==> src/rtl/picomips_pkg.sv <==
// Shared opcode constants and controller state type for the picoMIPS core.
package picomips_pkg;

    localparam logic [2:0] OP_RTA  = 3'b000;
    localparam logic [2:0] OP_ADD  = 3'b001;
    localparam logic [2:0] OP_LSW  = 3'b010;
    localparam logic [2:0] OP_ADDI = 3'b011;
    localparam logic [2:0] OP_ATR  = 3'b100;
    localparam logic [2:0] OP_MULI = 3'b101;
    localparam logic [2:0] OP_JMP  = 3'b110;
    localparam logic [2:0] OP_WSW  = 3'b111;

    typedef enum logic [2:0] {
        S_FETCH   = 3'd0,
        S_EXEC    = 3'd1,
        S_WAIT_HI = 3'd2,
        S_WAIT_LO = 3'd3,
        S_HALT    = 3'd4
    } state_t;

    // Opcodes that load the ALU accumulator.
    function automatic logic writes_acc(input logic [2:0] op);
        return (op == OP_RTA) || (op == OP_ADD) || (op == OP_LSW) ||
               (op == OP_ADDI) || (op == OP_MULI);
    endfunction

endpackage

==> src/rtl/go_sync.sv <==
// Two-flop synchronizer bringing the operator Go switch into the Clock domain.
module go_sync (
    input  logic Clock,
    input  logic Reset,
    input  logic async_in,
    output logic sync_out
);

    logic meta_q;
    logic sync_q;

    always_ff @(posedge Clock) begin
        if (Reset) begin
            meta_q <= 1'b0;
            sync_q <= 1'b0;
        end else begin
            meta_q <= async_in;
            sync_q <= meta_q;
        end
    end

    assign sync_out = sync_q;

endmodule

==> src/rtl/seq_ctrl.sv <==
// picoMIPS sequencer: fetch/execute control, branching, halt and Go-switch wait.
//   state     | meaning
//   S_FETCH   | ROM presents Instr for current PC; all strobes low
//   S_EXEC    | decode Instr, fire one-cycle strobes, update PC
//   S_WAIT_HI | WSW: waiting for synchronized Go to rise
//   S_WAIT_LO | WSW: waiting for synchronized Go to fall, then PC+1
//   S_HALT    | JMP to self reached; frozen until Reset
module seq_ctrl
    import picomips_pkg::*;
#(
    parameter int PC_W   = 8,
    parameter int REG_AW = 5
) (
    input  logic              Clock,
    input  logic              Reset,
    input  logic [15:0]       Instr,
    input  logic              Go,
    output logic [PC_W-1:0]   PC,
    output logic [2:0]        Func,
    output logic [7:0]        Imm,
    output logic [REG_AW-1:0] RegAddr,
    output logic              AluWE,
    output logic              SelSW,
    output logic              SelImm,
    output logic              RegWE,
    output logic              Halted
);

    state_t          state_q, state_d;
    logic [PC_W-1:0] pc_q, pc_d;
    logic            go_s;
    logic [2:0]      opcode;
    logic [PC_W-1:0] pc_inc;
    logic [PC_W-1:0] jmp_tgt;

    go_sync u_go_sync (
        .Clock    (Clock),
        .Reset    (Reset),
        .async_in (Go),
        .sync_out (go_s)
    );

    assign opcode  = Instr[15:13];
    assign pc_inc  = pc_q + PC_W'(1);
    assign jmp_tgt = PC_W'(Instr[7:0]);

    always_ff @(posedge Clock) begin
        if (Reset) begin
            state_q <= S_FETCH;
            pc_q    <= '0;
        end else begin
            state_q <= state_d;
            pc_q    <= pc_d;
        end
    end

    always_comb begin
        state_d = state_q;
        pc_d    = pc_q;
        unique case (state_q)
            S_FETCH: state_d = S_EXEC;
            S_EXEC: begin
                if (opcode == OP_JMP) begin
                    pc_d    = jmp_tgt;
                    state_d = (jmp_tgt == pc_q) ? S_HALT : S_FETCH;
                end else if (opcode == OP_WSW) begin
                    state_d = S_WAIT_HI;
                end else begin
                    pc_d    = pc_inc;
                    state_d = S_FETCH;
                end
            end
            S_WAIT_HI: begin
                if (go_s) state_d = S_WAIT_LO;
            end
            S_WAIT_LO: begin
                if (!go_s) begin
                    pc_d    = pc_inc;
                    state_d = S_FETCH;
                end
            end
            S_HALT:  state_d = S_HALT;
            default: state_d = S_FETCH;
        endcase
    end

    // Decoded fields are forced to zero outside S_EXEC and while Reset is high.
    always_comb begin
        Func    = 3'b000;
        Imm     = 8'h00;
        RegAddr = '0;
        AluWE   = 1'b0;
        SelSW   = 1'b0;
        SelImm  = 1'b0;
        RegWE   = 1'b0;
        if (state_q == S_EXEC && !Reset) begin
            Func    = opcode;
            Imm     = Instr[7:0];
            RegAddr = REG_AW'(Instr[12:8]);
            AluWE   = writes_acc(opcode);
            SelSW   = (opcode == OP_LSW);
            SelImm  = (opcode == OP_ADDI) || (opcode == OP_MULI);
            RegWE   = (opcode == OP_ATR);
        end
    end

    assign PC     = pc_q;
    assign Halted = (state_q == S_HALT);

endmodule

==> config.mk <==
export PLATFORM = sky130hd
export DESIGN_NAME = seq_ctrl
export DESIGN_NICKNAME = d
export VERILOG_FILES = /design/src/rtl/picomips_pkg.sv /design/src/rtl/go_sync.sv /design/src/rtl/seq_ctrl.sv
export SDC_FILE = /design/constraint.sdc
export NUM_CORES = 1
export LEC_CHECK = 0
export ABC_AREA = 1
export BUFFER_PORTS_ARGS = -buffer_cell sky130_fd_sc_hd__buf_2
export CAP_MARGIN = 30
export CORE_ASPECT_RATIO = 2
export CORE_MARGIN = 4
export CORE_UTILIZATION = 30
export DETAILED_ROUTE_END_ITERATION = 8
export SLEW_MARGIN = 5
export SYNTH_ARGS = -nofsm -noshare
export SYNTH_HDL_FRONTEND = slang
export SYNTH_SLANG_ARGS = --single-unit
==> constraint.sdc <==
create_clock -name Clock -period 1.5 [get_ports Clock]
set_input_delay 0.15 -clock Clock [delete_from_list [all_inputs] [get_ports Clock]]
set_output_delay 0.15 -clock Clock [all_outputs]
set_load 0.05 [all_outputs]
Word-level counts from Yosys, hierarchy flattened
Cells that the tools add are included.
{"block": "totals", "ram_bits": 0, "rom_bits": 0, "latch_bits": 0, "elab_cells": 49, "reg_bits": 13, "output_inout_bits": 29, "memories": 0, "input_bits": 19}
{"block": "op_classes", "div_mod_pow": 0, "mul": 0, "n_shift": 0, "n_mux": 17, "n_reduce_logical": 12, "n_addsub": 1, "magnitude_cmp": 0, "bitwise": 0, "n_eq_ne": 15}
{"cell": "8-bit 2-to-1 mux", "count": 4}
{"cell": "8-bit case mux with 2 select lines", "count": 1}
{"cell": "3-bit equality test, second input constant", "count": 5}
{"cell": "3-bit 2-to-1 mux", "count": 5}
{"cell": "3-bit case mux with 5 select lines", "count": 1}
{"cell": "3-bit by 2-bit equality test with 1-bit output, second input constant", "count": 4}
{"cell": "8-bit by 1-bit adder with 8-bit output, second input constant", "count": 1}
{"cell": "8-bit equality test", "count": 1}
{"cell": "3-bit by 1-bit equality test with 1-bit output, second input constant", "count": 2}
{"cell": "3-bit zero test", "count": 2}
{"cell": "1-bit logical OR", "count": 5}
{"cell": "5-bit 2-to-1 mux", "count": 1}
{"cell": "1-bit 2-to-1 mux", "count": 4}
{"cell": "3-bit != test, second input constant", "count": 1}
{"cell": "3-bit AND reduction", "count": 1}
{"cell": "2-bit 2-to-1 mux", "count": 1}
{"cell": "2-bit by 1-bit != test with 1-bit output, second input constant", "count": 1}
{"cell": "2-bit != test, second input constant", "count": 1}
{"cell": "2-bit AND reduction", "count": 1}
{"cell": "2-bit nonzero test", "count": 1}
{"cell": "1-bit logical AND", "count": 1}
{"cell": "1-bit zero test", "count": 1}

Depth between registers and ports, before layout
Gate-level depths: netlist (run 1).
{"block": "logic_depth", "word_depth": 6, "mapped_depth": 9, "ltp_nobuf": 9}

Hierarchy
A second synthesis (run 1) with hierarchy kept.
{"block": "unflattened", "cells_unflattened": 206, "hier_area_um2": 1071.0}
{"mod": "seq_ctrl", "cells_per_inst": 200, "area_per_inst_um2": 1016.0, "n_inst": 1, "seq_area_each_um2": 220.2}
{"mod": "go_sync", "cells_per_inst": 6, "area_per_inst_um2": 55.1, "n_inst": 1, "seq_area_each_um2": 40.0}

Least setup slack after synthesis (run 1)
Ideal clock, no wire load.
{"block": "synth_timing", "path_kind": "reg2out", "start": "register state_q[2]", "end": "output port RegWE", "stages_incl_launch_ff": 7, "arrival_ps": 2268, "n_path_buf": 1, "required_ps": 1350, "setup_slack_ps": -918, "path_cell_list": "dfxtp_1 -> inv_2 -> nand2_1 -> nor2_2 -> nand2_1 -> buf_2 -> nor4_1"}
{"block": "synth_via", "elab_chain_cells": 3}
{"item": "start: declaration", "line_no": "seq_ctrl.sv:29", "source": "state_t state_q, state_d;"}
{"item": "start signal: assignment", "line_no": "seq_ctrl.sv:52", "source": "state_q <= state_d;"}
{"item": "3-bit by 1-bit equality test with 1-bit output", "line_no": "seq_ctrl.sv:96", "source": "if (state_q == S_EXEC && !Reset) begin"}
{"item": "1-bit logical AND", "line_no": "seq_ctrl.sv:96"}
{"item": "1-bit 2-to-1 mux", "line_no": "seq_ctrl.sv:96"}
{"item": "end: declaration", "line_no": "seq_ctrl.sv:25", "source": "output logic RegWE,"}
No other way between the ends.

Worst setup path after layout (run 1)
{"block": "layout_timing", "start": "register state_q[2]", "end": "output port SelImm"}
{"block": "layout_via", "elab_chain_cells": 3}
{"item": "3-bit by 1-bit equality test with 1-bit output", "line_no": "seq_ctrl.sv:96"}
{"item": "1-bit logical AND", "line_no": "seq_ctrl.sv:96"}
{"item": "1-bit 2-to-1 mux", "line_no": "seq_ctrl.sv:96"}
{"item": "end: declaration", "line_no": "seq_ctrl.sv:24", "source": "output logic SelImm,"}
No other way between the ends.

==> results of run 1 <==
[repair_timing]
action,in CTS,in global routing
buffers inserted,2,0
pin swaps,0,1
setup endpoints to repair,19,21
resized for setup,27,27
[critical path, stage by stage (launching register included)]
cell	delay [ns]
dfxtp_2	0.32
inv_2	0.05
nand2_2	0.06
nor2_4	0.11
nand2_4	0.09
buf_6	0.13
a211oi_2	0.16
buf_6	0.19
[power by group through the flow]
stage	registers, uW	logic, uW	clock network [uW]
floorplan	447	261	0
global placement	402	428	0
detailed placement	401	430	0
CTS	394	458	323
global route	400	527	345
finish	395	482	319
[final timing paths]
kind | startpoint | cells past startpoint | endpoint
min reg2reg | u_go_sync.meta_q$_SDFF_PP0_ | 2 | u_go_sync.sync_out$_SDFF_PP0_
max reg2reg | state_q[1]$_SDFFE_PP0P_ | 8 | PC[4]$_SDFFE_PP0P_
max | state_q[2]$_SDFFE_PP0P_ | 7 | SelImm
min | Go | 3 | u_go_sync.meta_q$_SDFF_PP0_
[cell type report]
class	count	share of cell area [%]
clock buffers	4	2.62
inverters	33	7.19
multi-input cells	145	45.1
flip-flops and latches	13	15.3
well taps	48	3.49
repair buffers	59	26.2
[metrics by stage]
stage          setup WS, ns  utilization (%)  hold slack [ns]  instance area, um2  instances
5_1_grt             -0.0645             49.9            0.129                1720        302
2_1_floorplan        -0.344                -            0.257                1140        195
6_report           -0.00496             49.9            0.109                1720        302
4_1_cts             -0.0208             47.0            0.111                1620        302
3_3_place_gp          0.113             43.1            0.350                1490        296
3_5_place_dp         0.0890             43.1            0.358                1490        296
[kinds of logic (layout without fill, tap and decap cells)]
| kind of cell | Yosys count | count (layout) | share of synthesized area (%) |
|---|---|---|---|
| AND/OR/NAND/NOR | 120 | 120 | 48.1 |
| buffers and inverters | 37 | 96 | 13.7 |
| AO/OA/AOI/OAI | 21 | 21 | 10.9 |
| flip-flops | 13 | 13 | 23.8 |
| XOR/XNOR | 3 | 3 | 2.40 |
| adder cells (fa/ha/maj) | 1 | 1 | 1.14 |
[sequential cells by signal, summed over array words and instances (netlist names)]
name	flops
PC	8
state_q	3
u_go_sync.meta_q	1
u_go_sync.sync_out	1
[cells in the final DEF, fill, tap and decap left out, types with 2 or more instances in the layout]
cell / n
clkbuf_8: 3
nor2_1: 25
nand3b_1: 2
dfxtp_1: 10
nand2_2: 3
nand2_4: 2
a21oi_1: 12
xor2_1: 2
nand3_2: 3
nor2_4: 5
buf_6: 15
inv_1: 30
buf_2: 27
inv_2: 3
nand3_1: 10
o21ai_2: 2
o21ai_0: 5
nor2_2: 15
nand2_1: 52
buf_4: 14
dfxtp_2: 3
[per-layer routing]
layer,vias up,global-route usage (%),part of all wire (%)
met1,575,15.8,36
met2,40,28.2,55
li1,708,-,-
met4,0,6.74,2.8
met5,-,0,0
met3,7,1.75,5.6
==> impl_metrics.env, run 1 <==
export IMPL_maxClockFrequency_mhz=664
export IMPL_numClockSinks=13
export IMPL_yosys_area_top_type="dfxtp_1"
export IMPL_gp_congestion=0.818
export IMPL_p_sw_uw=473
export IMPL_synth_top_area_share_pct=23.8
export IMPL_overflow=0
export IMPL_wirelength_um=3230
export IMPL_io_buffers=47
export IMPL_ys_ff_latch=13
export IMPL_crit_type="flip-flop to output pin"
export IMPL_grt_max_degree=14
export IMPL_yosys_warnings=0
export IMPL_first_pass_iters=4
export IMPL_track_usage_pct=14.9
export IMPL_synth_area_leaders="dfxtp_1, nand2_1, nor2_1"
export IMPL_period_share_pct=100
export IMPL_clkTransAtPathRegs_ns=0.05
export IMPL_dieArea_um2=4740
export IMPL_grt_pass1_vias=1288
export IMPL_timing_slew_headroom_pct=83.1
export IMPL_avgSynthCellArea_um2=5.61
export IMPL_clock_latency_ns=0.25
export IMPL_postCtsHoldBufs=0
export IMPL_fin_worst_skew_ns=0.00785
export IMPL_grt_pass1_wl_um=5550
export IMPL_hold_viol=0
export IMPL_hold_path_class="primary input to flip-flop"
export IMPL_r2r_slack_ns=0.22
export IMPL_combPwrFrac_pct=40.3
export IMPL_cts_tree="built"
export IMPL_yosys_top_cells_count="nand2_1, nor2_1, inv_1"
export IMPL_tns_ns=-0.00496
export IMPL_multi_input_area_um2=777
export IMPL_diodes=0
export IMPL_drc=0
export IMPL_cts_root_buf="clkbuf_8"
export IMPL_yosysSeqAreaShare_pct=23.8
export IMPL_synth_main_ff_cell="dfxtp_1"
export IMPL_fillers=387
export IMPL_crit_fanout=5
export IMPL_cap_viol_max_count=0
export IMPL_cts_buffers=3
export IMPL_rsz0062_at_grt="yes"
export IMPL_core_area_um2=3450
export IMPL_worstPathArrival_ns=1.35
export IMPL_setup_violations=1
export IMPL_syn_to_final_growth_pct=57.3
export IMPL_drive_gt1_share_pct=40.6
export IMPL_die_width_um=50.7
export IMPL_p_per_area_nw_per_um2=695
export IMPL_routedWlPerCell_um=10.7
export IMPL_end_kind="output pin"
export IMPL_synth_nets=215
export IMPL_power_uw=1200
export IMPL_violations="setup timing"
export IMPL_hpwl_um=2610
export IMPL_slew_violations=0
export IMPL_power_leakage_uw=0.000878
export IMPL_peakVddDrop_mv=0.507
export IMPL_worst_pin_slew_ns=0.254
export IMPL_syn_inst=195
export IMPL_vias=1330
export IMPL_netlist_area_um2=1090
export IMPL_synth_cell_types=23
export IMPL_p_clk_share_pct=26.7
export IMPL_synth_edf_count=0
export IMPL_drt_iter0_markers=35
export IMPL_synth_most_common_cell="nand2_1"
export IMPL_start_util_pct=31.7
export IMPL_cts_htree_levels=1
export IMPL_cp_required_ns=1.35
export IMPL_clockBufferDepth=2
export IMPL_layout_min_cycle_time_ns=1.50
export IMPL_netSwitchingFraction_pct=39.6
export IMPL_fin_ws_ns=-0.00496
export IMPL_fin_nets=275
export IMPL_core_rowCount=30
export IMPL_p_int_uw=723
export IMPL_ant_nets=0
export IMPL_seq_area_um2=264
export IMPL_antenna_found_initial=0
export IMPL_synth_async_reset_ratio_pct=0
export IMPL_seqPwrFrac_pct=33.0
export IMPL_outcome="finished with violations"
export IMPL_dieHeight_um=93.4
export IMPL_viasPerCell=4.40
export IMPL_io_pins=48
export IMPL_critPathLaunchType="flip-flop"
Power figures use the tool's default switching activity.
==> inputs of run 2 (changes only) <==
--- a/config.mk
+++ b/config.mk
@@ -12,6 +12,7 @@
 export CORE_MARGIN = 4
 export CORE_UTILIZATION = 30
 export DETAILED_ROUTE_END_ITERATION = 8
+export MAX_ROUTING_LAYER = met4
 export SLEW_MARGIN = 5
 export SYNTH_ARGS = -nofsm -noshare
 export SYNTH_HDL_FRONTEND = slang
==> impl_metrics.env, run 2 (synthesis results as in run 1) <==
export IMPL_outcome="finished with violations"
export IMPL_violations="setup timing"
export IMPL_vias=1330
export IMPL_p_per_area_nw_per_um2=694
export IMPL_worstPathCellList="inv_2 -> nand2_2 -> nor2_4 -> nand2_4 -> buf_6 -> a211oi_2 -> buf_6"
export IMPL_fin_ws_ns=-0.00496
export IMPL_r2r_start="state_q[1]$_SDFFE_PP0P_"
export IMPL_max_stage_delay_ns=0.32
export IMPL_critPathLaunchType="flip-flop"
export IMPL_diodes=0
export IMPL_worstPathArrival_ns=1.35
export IMPL_antenna_found_initial=0
export IMPL_core_area_um2=3450
export IMPL_core_rowCount=30
export IMPL_dpl_cell_area_um2=1490
export IMPL_hold_viol=0
export IMPL_hpwl_um=2610
export IMPL_drc=0
export IMPL_final_area_um2=1720
export IMPL_routedWlPerCell_um=10.7
export IMPL_fin_cells=302
export IMPL_track_usage_pct=15.3
export IMPL_clock_latency_ns=0.25
export IMPL_clkTransAtPathRegs_ns=0.05
export IMPL_cts_root_buf="clkbuf_8"
export IMPL_largest_reg_flops=8
export IMPL_preCtsSetupSlack_ns=0.0890
export IMPL_postCtsHoldBufs=0
export IMPL_grt_max_degree=14
export IMPL_placed_cells=296
export IMPL_period_share_pct=100
export IMPL_maxClockFrequency_mhz=664
export IMPL_end_kind="output pin"
export IMPL_numClockSinks=13
export IMPL_whs_path_depth=3
export IMPL_slowest_stage="dfxtp_2"
export IMPL_fin_worst_skew_ns=0.00773
export IMPL_cts_tree="built"
export IMPL_hp_start="Go"
export IMPL_syn_to_final_growth_pct=57.3
export IMPL_crit_fanout=5
export IMPL_fin_nets=275
export IMPL_min_to="u_go_sync.meta_q$_SDFF_PP0_"
export IMPL_hold_path_class="primary input to flip-flop"
export IMPL_timing_hold_ws_ns=0.109
export IMPL_layout_min_cycle_time_ns=1.50
export IMPL_cts_buffers=3
export IMPL_r2r_end="PC[4]$_SDFFE_PP0P_"
export IMPL_cp_required_ns=1.35
export IMPL_dieHeight_um=93.4
export IMPL_start_util_pct=31.7
export IMPL_io_pins=48
export IMPL_gp_congestion=0.831
export IMPL_worst_pin_slew_ns=0.247
export IMPL_peakVddDrop_mv=0.507
export IMPL_die_width_um=50.7
export IMPL_r2r_cells=8
export IMPL_dieArea_um2=4740
export IMPL_wirelength_um=3230
export IMPL_layout_common_cells="nand2_1, inv_1, buf_2, nor2_1"
export IMPL_r2r_slack_ns=0.22
export IMPL_viasPerCell=4.40
export IMPL_cts_htree_levels=1
export IMPL_timing_slew_headroom_pct=83.5
export IMPL_rsz0062_at_grt="yes"
export IMPL_power_leakage_uw=0.000878
export IMPL_overflow=0
export IMPL_drt_iter0_markers=35
export IMPL_slew_violations=0
export IMPL_grt_pass1_wl_um=5550
export IMPL_io_buffers=47
export IMPL_crit_type="flip-flop to output pin"
export IMPL_first_pass_iters=4
export IMPL_cap_viol_max_count=0
export IMPL_ant_nets=0
export IMPL_layout_commonest_cell="nand2_1"
export IMPL_clockBufferDepth=2
export IMPL_crit_top_cell="buf_6"
export IMPL_grt_pass1_vias=1291
export IMPL_drive_gt1_share_pct=40.6
export IMPL_setup_violations=1
run 2: cell counts in the layout (fill, tap and decap cells not counted):
Identical to the previous run, type by type.
run 2: worst max path at each step:
stage                                 start      to  slack [ns]  depth (start not counted)
floorplan           state_q[2]$_SDFFE_PP0P_   RegWE       -0.34                          6
global placement    state_q[2]$_SDFFE_PP0P_   SelSW        0.11                          7
detailed placement  state_q[2]$_SDFFE_PP0P_   SelSW        0.09                          7
CTS                 state_q[2]$_SDFFE_PP0P_   SelSW       -0.02                          7
global route        state_q[2]$_SDFFE_PP0P_  SelImm       -0.06                          7
finish              state_q[2]$_SDFFE_PP0P_  SelImm      -0.005                          7
run 2: cell type report:
type / instances / area, um2
fill: 387 / 1730
multi-input combinational: 145 / 777
timing repair buffer: 59 / 452
sequential: 13 / 264
inverter: 33 / 124
tap: 48 / 60.1
clock buffer: 4 / 45.0
run 2: metrics by stage:
stage                     power, uW  util, %  TNS [ns]
after floorplan                 708        -     -1.59
after global placement          830     43.1         0
after detailed placement        832     43.1         0
after CTS                      1180     47.0   -0.0627
after global routing           1270     49.9    -0.476
final                          1200     49.9  -0.00496
run 2: timing repair:
item	in CTS	in global routing
gates resized for setup	27	27
buffers inserted	2	0
pin swaps	0	1
endpoints found under the setup margin	19	21
run 2: per-layer routing:
layer | vias to the layer above | GRT usage (%) | wire length [um] | share of wire, %
met5 | - | - | 0 | 0
met4 | 0 | 6.74 | 90 | 2.8
met3 | 7 | 1.75 | 186 | 5.8
met2 | 40 | 28.3 | 1780 | 55
met1 | 575 | 15.7 | 1170 | 36
li1 | 708 | - | - | -
run 2: worst max-delay path, delay by kind of cell, from the launching register on:
kind                   cells  cell delay, ns
AOI/OAI and AO/OA          1            0.16
buffers and inverters      3            0.37
DFF                        1            0.32
and+or+nand+nor            3            0.26
run 2: report_power, final:
group	total (uW)	leakage [uW]	switching (uW)	internal, uW
clock network	319	0.0000228	131	188
registers	394	0.000108	26.5	368
logic	482	0.000747	315	167
